==> src/rtl/trial_sequencer.sv <==
// Purpose: reaction-time trial sequencer; random arm delay, lamp, timed response, session stats.
// Latency: recorded time visible on last_ms the cycle after REACT exit; avg_ms registered on DONE entry.
// Backpressure: none; button edges outside their accepting states are dropped.
// Ports: clk/reset (async active-low); start/stop button levels; tick_ms 1 ms strobe;
//        rand_delay random source; led lamp; state_code/trial_idx status; last/best/avg_ms results;
//        session_done high in DONE.
module trial_sequencer #(
   parameter int NUM_TRIALS = 4,
   parameter int TIMEOUT_MS = 1000
) (
   input  logic       clk,
   input  logic       reset,
   input  logic       start,
   input  logic       stop,
   input  logic       tick_ms,
   input  logic [3:0] rand_delay,
   output logic       led,
   output logic [2:0] state_code,
   output logic [2:0] trial_idx,
   output logic [9:0] last_ms,
   output logic [9:0] best_ms,
   output logic [9:0] avg_ms,
   output logic       session_done
);

   localparam int          LOG2N      = $clog2(NUM_TRIALS);
   localparam logic [2:0]  LAST_IDX   = 3'(NUM_TRIALS - 1);
   localparam logic [13:0] TMO_CNT    = 14'(TIMEOUT_MS);
   localparam logic [9:0]  TMO_REC    = 10'(TIMEOUT_MS);
   localparam logic [9:0]  BEST_EMPTY = 10'd1023;

   typedef enum logic [2:0] {
      S_IDLE   = 3'd0,
      S_ARM    = 3'd1,
      S_REACT  = 3'd2,
      S_RESULT = 3'd3,
      S_FAULT  = 3'd4,
      S_DONE   = 3'd5
   } state_t;

   state_t      state, state_nxt;
   logic        start_q, stop_q, hist_vld;
   logic [13:0] cnt, cnt_nxt;
   logic [13:0] target, target_nxt;
   logic [2:0]  idx_nxt;
   logic [9:0]  last_nxt, best_nxt, avg_nxt;
   logic [12:0] sum, sum_nxt;

   logic        start_edge, stop_edge;
   logic [3:0]  delay_sel;
   logic [13:0] target_calc;
   logic [13:0] cnt_inc;
   logic        rec_en;
   logic [9:0]  rec_val;

   // hist_vld stays low for the first cycle after reset release so that a
   // button already held high at release is not mistaken for a press.
   assign start_edge  = start & ~start_q & hist_vld;
   assign stop_edge   = stop & ~stop_q & hist_vld;

   assign delay_sel   = (rand_delay < 4'd2) ? 4'd2 : rand_delay;
   assign target_calc = {10'd0, delay_sel} * 14'd1000;
   assign cnt_inc     = cnt + 14'd1;

   assign state_code   = state;
   assign led          = (state == S_REACT);
   assign session_done = (state == S_DONE);

   always_ff @(posedge clk or negedge reset) begin
      if (!reset) begin
         state     <= S_IDLE;
         start_q   <= 1'b0;
         stop_q    <= 1'b0;
         hist_vld  <= 1'b0;
         cnt       <= '0;
         target    <= '0;
         trial_idx <= '0;
         last_ms   <= '0;
         best_ms   <= BEST_EMPTY;
         avg_ms    <= '0;
         sum       <= '0;
      end else begin
         state     <= state_nxt;
         start_q   <= start;
         stop_q    <= stop;
         hist_vld  <= 1'b1;
         cnt       <= cnt_nxt;
         target    <= target_nxt;
         trial_idx <= idx_nxt;
         last_ms   <= last_nxt;
         best_ms   <= best_nxt;
         avg_ms    <= avg_nxt;
         sum       <= sum_nxt;
      end
   end

   always_comb begin
      state_nxt  = state;
      cnt_nxt    = cnt;
      target_nxt = target;
      idx_nxt    = trial_idx;
      last_nxt   = last_ms;
      best_nxt   = best_ms;
      avg_nxt    = avg_ms;
      sum_nxt    = sum;
      rec_en     = 1'b0;
      rec_val    = '0;

      case (state)
         S_IDLE, S_DONE: begin
            if (start_edge) begin
               state_nxt  = S_ARM;
               target_nxt = target_calc;
               cnt_nxt    = '0;
               sum_nxt    = '0;
               best_nxt   = BEST_EMPTY;
               last_nxt   = '0;
               idx_nxt    = '0;
            end
         end
         S_ARM: begin
            // Stop beats a coinciding target tick: early press is a fault.
            if (stop_edge) begin
               state_nxt = S_FAULT;
            end else if (tick_ms) begin
               if (cnt_inc == target) begin
                  cnt_nxt   = '0;
                  state_nxt = S_REACT;
               end else begin
                  cnt_nxt = cnt_inc;
               end
            end
         end
         S_REACT: begin
            // A stop coinciding with a tick records the pre-increment count.
            if (stop_edge) begin
               rec_en    = 1'b1;
               rec_val   = cnt[9:0];
               state_nxt = S_RESULT;
            end else if (tick_ms) begin
               if (cnt_inc == TMO_CNT) begin
                  rec_en    = 1'b1;
                  rec_val   = TMO_REC;
                  state_nxt = S_RESULT;
               end else begin
                  cnt_nxt = cnt_inc;
               end
            end
         end
         S_RESULT: begin
            if (start_edge) begin
               if (trial_idx == LAST_IDX) begin
                  state_nxt = S_DONE;
                  avg_nxt   = 10'(sum >> LOG2N);
               end else begin
                  idx_nxt    = trial_idx + 3'd1;
                  target_nxt = target_calc;
                  cnt_nxt    = '0;
                  state_nxt  = S_ARM;
               end
            end
         end
         S_FAULT: begin
            if (start_edge) begin
               target_nxt = target_calc;
               cnt_nxt    = '0;
               state_nxt  = S_ARM;
            end
         end
         default: state_nxt = S_IDLE;
      endcase

      if (rec_en) begin
         last_nxt = rec_val;
         sum_nxt  = sum + {3'd0, rec_val};
         best_nxt = (rec_val < best_ms) ? rec_val : best_ms;
      end
   end

endmodule
==> config.mk <==
export PLATFORM = sky130hd
export DESIGN_NAME = trial_sequencer
export DESIGN_NICKNAME = d
export VERILOG_FILES = /design/src/rtl/trial_sequencer.sv
export SDC_FILE = /design/constraint.sdc
export NUM_CORES = 1
export LEC_CHECK = 0
export ABC_AREA = 1
export BUFFER_PORTS_ARGS = -buffer_cell sky130_fd_sc_hd__buf_2
export CAP_MARGIN = 20
export CORE_ASPECT_RATIO = 0.8
export CORE_UTILIZATION = 40
export CTS_CLUSTER_DIAMETER = 200
export CTS_CLUSTER_SIZE = 8
export DETAILED_ROUTE_END_ITERATION = 7
export GPL_TIMING_DRIVEN = 0
export PLACE_DENSITY = 0.58
export SYNTH_ARGS = -nofsm -noshare
export SYNTH_HDL_FRONTEND = slang
export SYNTH_SLANG_ARGS = --single-unit
==> constraint.sdc <==
create_clock -name clk -period 3.4 [get_ports clk]
set_input_delay 0.34 -clock clk [delete_from_list [all_inputs] [get_ports clk]]
set_output_delay 0.34 -clock clk [all_outputs]
set_load 0.1 [all_outputs]
; Yosys cells after proc, flatten, opt, wreduce, memory -nomap -nowiden
; Cells that the tools add are included.
; Widths: inputs -> output; s select.
[word_totals]
inputBits = 9
regBits = 80
out_inout_bits = 38
[op_classes]
n_bitwise = 6
magnitude_cmp = 2
n_reduce_logical = 15
eq_ne = 22
n_mul = 1
mux = 47
add_sub_neg = 3
[ops]
columns = op, n
row1 = $mux 14, 12
row2 = $mux 10, 11
row3 = $pmux 14 s4, 1
row4 = $mux 13, 3
row5 = $mux 3, 12
row6 = $pmux 14 s2, 1
row7 = $ne 2x2->1 const B, 8
row8 = $add 14x1->14 const B, 1
row9 = $eq 14x10->1 const B, 1
row10 = $eq 14x14->1, 1
row11 = $add 13x10->13, 1
row12 = $pmux 3 s4, 1
row13 = $mul 4x7->11 const B, 1
row14 = $lt 10x10->1, 1
row15 = $eq 3x2->1 const B, 3
row16 = $reduce_and 9->1, 1
row17 = $reduce_and 4->1, 2
row18 = $reduce_bool 2->1, 4
row19 = $eq 3x3->1 const B, 2
row20 = $ne 3x3->1 const B, 2
row21 = $pmux 3 s2, 1
row22 = $reduce_and 3->1, 2
row23 = $reduce_and 6->1, 1
row24 = $and 1x1->1, 4
row25 = other kinds (14), 19

; Logic depth before layout (Yosys ltp)
[logic_depth]
depth_word = 9
depth_mapped = 23
ltp_nobuf = 22

; Worst setup path after synthesis
; Ideal clock, no wire load.
[synth_path]
path_type = input to register
startpoint = in rand_delay[2]
endpoint = reg target[13]
arrival_ns = 3.453
setup_slack_ns = -0.171
cell_stages = 19
cell_sequence = inv_1 > ha_1 > nor2_1 > inv_1 > fa_1 > inv_1 > fa_1 > inv_1 > ha_1 > a21oi_1 > nand2_1 > nand2_1 > nand2_1 > a21oi_1 > nor2_1 > o21ai_0 > nand3b_1 > nand3_1 > nand2_1
[synth_between]
elab_chain_len = 6
elab_cells_between_ends = 7
classes_between = 1 x mul / 1 x order compare / 5 x mux
[synth_rtl]
columns = element, line_no
row1 = start: declaration, 16  ; input logic [3:0] rand_delay,
row2 = $lt 4x2->1 *, 61  ; assign delay_sel = (rand_delay < 4'd2) ? 4'd2 : rand_delay;
row3 = $mux 4 *, 61
row4 = named net delay_sel[1], 50  ; logic [3:0] delay_sel;
row5 = $mul 4x7->11 *, 62  ; assign target_calc = {10'd0, delay_sel} * 14'd1000;
row6 = $mux 14, 152  ; if (trial_idx == LAST_IDX) begin
row7 = $mux 14, 151  ; if (start_edge) begin
row8 = $pmux 14 s2 *, 109  ; case (state)
row9 = end signal: assignment, 88  ; target <= target_nxt;
row10 = end: declaration, 44  ; logic [13:0] target, target_nxt;
; The timed path passes the listed nets; every way through them passes the cells marked *. The select of a mux whose other input is x is not followed.
; A chain may end at the register's enable or synchronous reset.

; Worst setup path after layout
[layout_path]
startpoint = reg cnt[0]
endpoint = reg best_ms[8]
[layout_between]
elab_chain_len = 9
elab_cells_between_ends = 17
classes_between = 1 x add/sub / 1 x order compare / 2 x eq/ne / 10 x mux / 3 x reduce/logical
[layout_rtl]
columns = element, line_no
row1 = start: declaration, 43  ; logic [13:0] cnt, cnt_nxt;
row2 = start signal: assignment, 87  ; cnt <= cnt_nxt;
row3 = $add 14x1->14, 63  ; assign cnt_inc = cnt + 14'd1;
row4 = $eq 14x10->1, 141  ; if (cnt_inc == TMO_CNT) begin
row5 = $mux 10, 141
row6 = $mux 10, 140  ; end else if (tick_ms) begin
row7 = $mux 10, 136  ; if (stop_edge) begin
row8 = $mux 10, 109
row9 = $lt 10x10->1, 176  ; best_nxt = (rec_val < best_ms) ? rec_val : best_ms;
row10 = $ne 2x1->1 (no line), --
row11 = $reduce_and 3->1 (no line), --
row12 = end signal: assignment, 91  ; best_ms <= best_nxt;
row13 = end: declaration, 21  ; output logic [9:0] best_ms,
; Parallel ways exist; a longest one is shown, timed or not. The select of a mux whose other input is x is not followed.

==> flow_summary_export.csv <==
group,metric,value,unit
timing,fmax,301,MHz
timing,tightest_slew,543,ps
cells_and_area,drive_gt1_frac,0.247,
routing,drt-initial-drc-count,263,
yosys,synthArstFlopShare,1.00,
die,die_x,130,um
yosys,syn_area,0.00521,sq mm
placement,dp_cells,922,
yosys,synth_flop_cell,"dfrtp_1",
cells_and_area,utilization,0.523,
die,rows,36,
power,peakVddDrop,0.568,mV
critical_path,crit-reg2reg-launch,"cnt[0]",
critical_path,ff2ff_path_depth,22,
yosys,synth_cell_type_count,39,
critical_path,reg2reg_slack,80,ps
global_route,grt_pass1_wl,22200,um
critical_path,required,3680,ps
clock_tree,cts_root_buf,"clkbuf_16",
power,finalPower,5.18,mW
clock_tree,insertion_delay,340,ps
timing,timing.final.crit_share,0.976,
clock_tree,htreeDepth,3,
critical_path,crit_top_cell,"nand2_2",
placement,io_buffers,46,
timing,setup_viol_count_final,0,
clock_tree,cts_tree,"yes",
critical_path,slowest_stage,"dfrtp_2",
timing,slew_viol_final,0,
global_route,grt_max_degree,57,
global_route,antenna_found_initial,0,
global_route,overflow,0,
placement,gp_congestion,0.886,
critical_path,crit_buf_inv,5,
timing,hold_viol,0,
critical_path,crit_chain,"ha_4 -> nand2_2 -> nor2_4 -> nand4_1 -> nand2_2 -> nand3_2 -> nor2_4 -> nand4_4 -> nand2_4 -> buf_6 -> o21ai_2 -> inv_2 -> buf_4 -> ha_1 -> nand4_1 -> inv_1 -> a21oi_2 -> o31ai_2 -> nand2_2 -> buf_4 -> nand3_1 -> nand2_1",
die,io_pins,47,
cells_and_area,layout_commonest_cell,"nand2_1",
yosys,netlist.area_leader.share,0.317,
clock_tree,cts_sinks,76,
global_route,first_global_vias,4551,
routing,drtPass1Iterations,5,
timing,period_minus_slack,3320,ps
cells_and_area,num_antenna_cells,0,
clock_tree,clk_path_buf_depth,2,
status,status,"complete, no violations",
yosys,ys_seq_area_frac,0.368,
critical_path,reg2reg_to,"best_ms[8]",
routing,routed_via_density,4.98,
placement,place_ws,-550,ps
yosys,synth_area_per_cell,7.40,sq um
placement,dpl.hpwl,9930,um
run,max_cap_violations,0,
die,initial_core_util,0.419,
critical_path,critical_path.startpoint_type,"flip-flop",
cells_and_area,area_growth,24.8,%
global_route,track_usage,0.210,
cells_and_area,nNetsFinal,842,
yosys,synth_edf_count,0,
routing,wl_per_cell,14.3,um
timing,layout_setup_ws,83.2,ps
timing,whs,125,ps
yosys,yosys-top-cells-area,"dfrtp_1, nand2_1, ha_1",
critical_path,crit_arrival,3600,ps
power,powerDensity,797,mW/mm^2
critical_path,cpPeakStageDelay,400,ps
routing,wl,13700,um
yosys,synth_top_area_cell,"dfrtp_1",
routing,route.detailed.drc,0,
die,die_area,0.0135,sq mm
yosys,ys_warn_count,0,
critical_path,crit_start,"cnt[0]",
critical_path,path_class,"reg2reg",
clock_tree,path_clk_slew,60,ps
cells_and_area,fill_cells,1208,
power,p_leak,3.28,nW
cells_and_area,ff_latch_area,0.00192,sq mm
clock_tree,numCtsBuffers,9,
routing,vias,4800,
die,die_h,104,um
cells_and_area,fin_cells,964,
yosys,synthesis.nets,758,
routing,postRouteAntennaNets,0,
cells_and_area,layout_common_cells,"nand2_1, inv_1, dfrtp_1",
yosys,synth_cells,704,
critical_path,critPathTopFamily,"simple AND/OR/NAND/NOR gates",
hold_path,hold_path_class,"in2reg",
timing,rsz0062_at_grt,"true",
critical_path,path_max_fanout,7,
cells_and_area,multi_input_area,0.00310,sq mm
critical_path,endpoint,"best_ms[8]",
critical_path,path_depth,22,
timing,finClkSkew,10.5,ps
yosys,ys_seq_elements,76,
timing,max_slew_margin,0.638,
critical_path,crit_path_end_kind,"flip-flop",
die,core,0.0124,sq mm
[per-layer routing]
layer	share of wire	vias to the layer above	GRT usage
met5	0	-	0
met4	0.0091	0	0.0415
met3	0.051	11	0.0386
met2	0.43	121	0.308
met1	0.51	2268	0.318
li1	-	2400	-
[how the worst min path moves through the flow]
stage | startpoint | to | slack (ps) | depth (start not counted)
after floorplan | reset | avg_ms[0] | 40 | 0
after global placement | stop | stop_q | 460 | 1
after detailed placement | reset | state_code[1] | 260 | 1
after CTS | stop | stop_q | 120 | 1
after global routing | stop | stop_q | 110 | 1
final | stop | stop_q | 120 | 1
[registers in the layout, indices dropped and copies added, names as in the netlist, 3 cells and up]
name,flops
trial_idx,3
state_code,3
cnt,14
last_ms,10
best_ms,10
avg_ms,10
sum,12
target,11
[logic make-up (layout without fill, tap and decap cells)]
kind of cell | Yosys count | in the layout | synth area share
DFF | 76 | 76 | 0.368
buffers and inverters | 126 | 214 | 0.0983
xor gates and xnor gates | 8 | 8 | 0.0187
AOI/OAI and AO/OA | 93 | 93 | 0.0956
and+or+nand+nor | 355 | 356 | 0.299
other | 1 | 1 | 0.000720
adders and majority gates | 45 | 45 | 0.120
[stage by stage]
| stage | setup TNS (ps) | instance area [sq um] |
|---|---|---|
| after floorplan | 0 | 5220 |
| final | 0 | 6500 |
| after CTS | 0 | 6120 |
| after detailed placement | -7330 | 5690 |
| after global placement | -6730 | 5660 |
| after global routing | -1270 | 6500 |
[where the power goes]
part / internal, mW / leakage [nW] / total (mW) / switching (mW)
registers: 1.23 / 0.981 / 1.47 / 0.237
logic: 0.707 / 2.18 / 2.80 / 2.10
clock network: 0.514 / 0.120 / 0.906 / 0.392
total: 2.45 / 3.28 / 5.18 / 2.73
[cell type report]
cell class,instances,area share
multi-input combinational,503,0.477
sequential,76,0.295
timing repair buffer,72,0.0704
inverter,109,0.0635
clock buffer,11,0.0373
tap,171,0.0329
buffer,17,0.0177
clock inverter,5,0.00577
[cell usage after synthesis (5+ instances only)]
cell      number
dfrtp_1       66
dfstp_2       10
nand4_1        9
nand3_1       60
o21ai_0       61
ha_1          37
buf_2          7
nor2_1        46
or2_2          8
nand2_2        8
a21oi_1       18
fa_1           8
nand2_1      208
clkbuf_1       5
inv_1        105
[repair_timing]
action,4_1_cts,5_1_grt
cloned,0,3
hold buffers,1,0
pin swaps,3,23
hold endpoints to repair,20,0
endpoints found under the setup margin,19,19
buffers inserted,5,17
resized for setup,27,56
No activity file was read; power rests on OpenSTA's default activity.
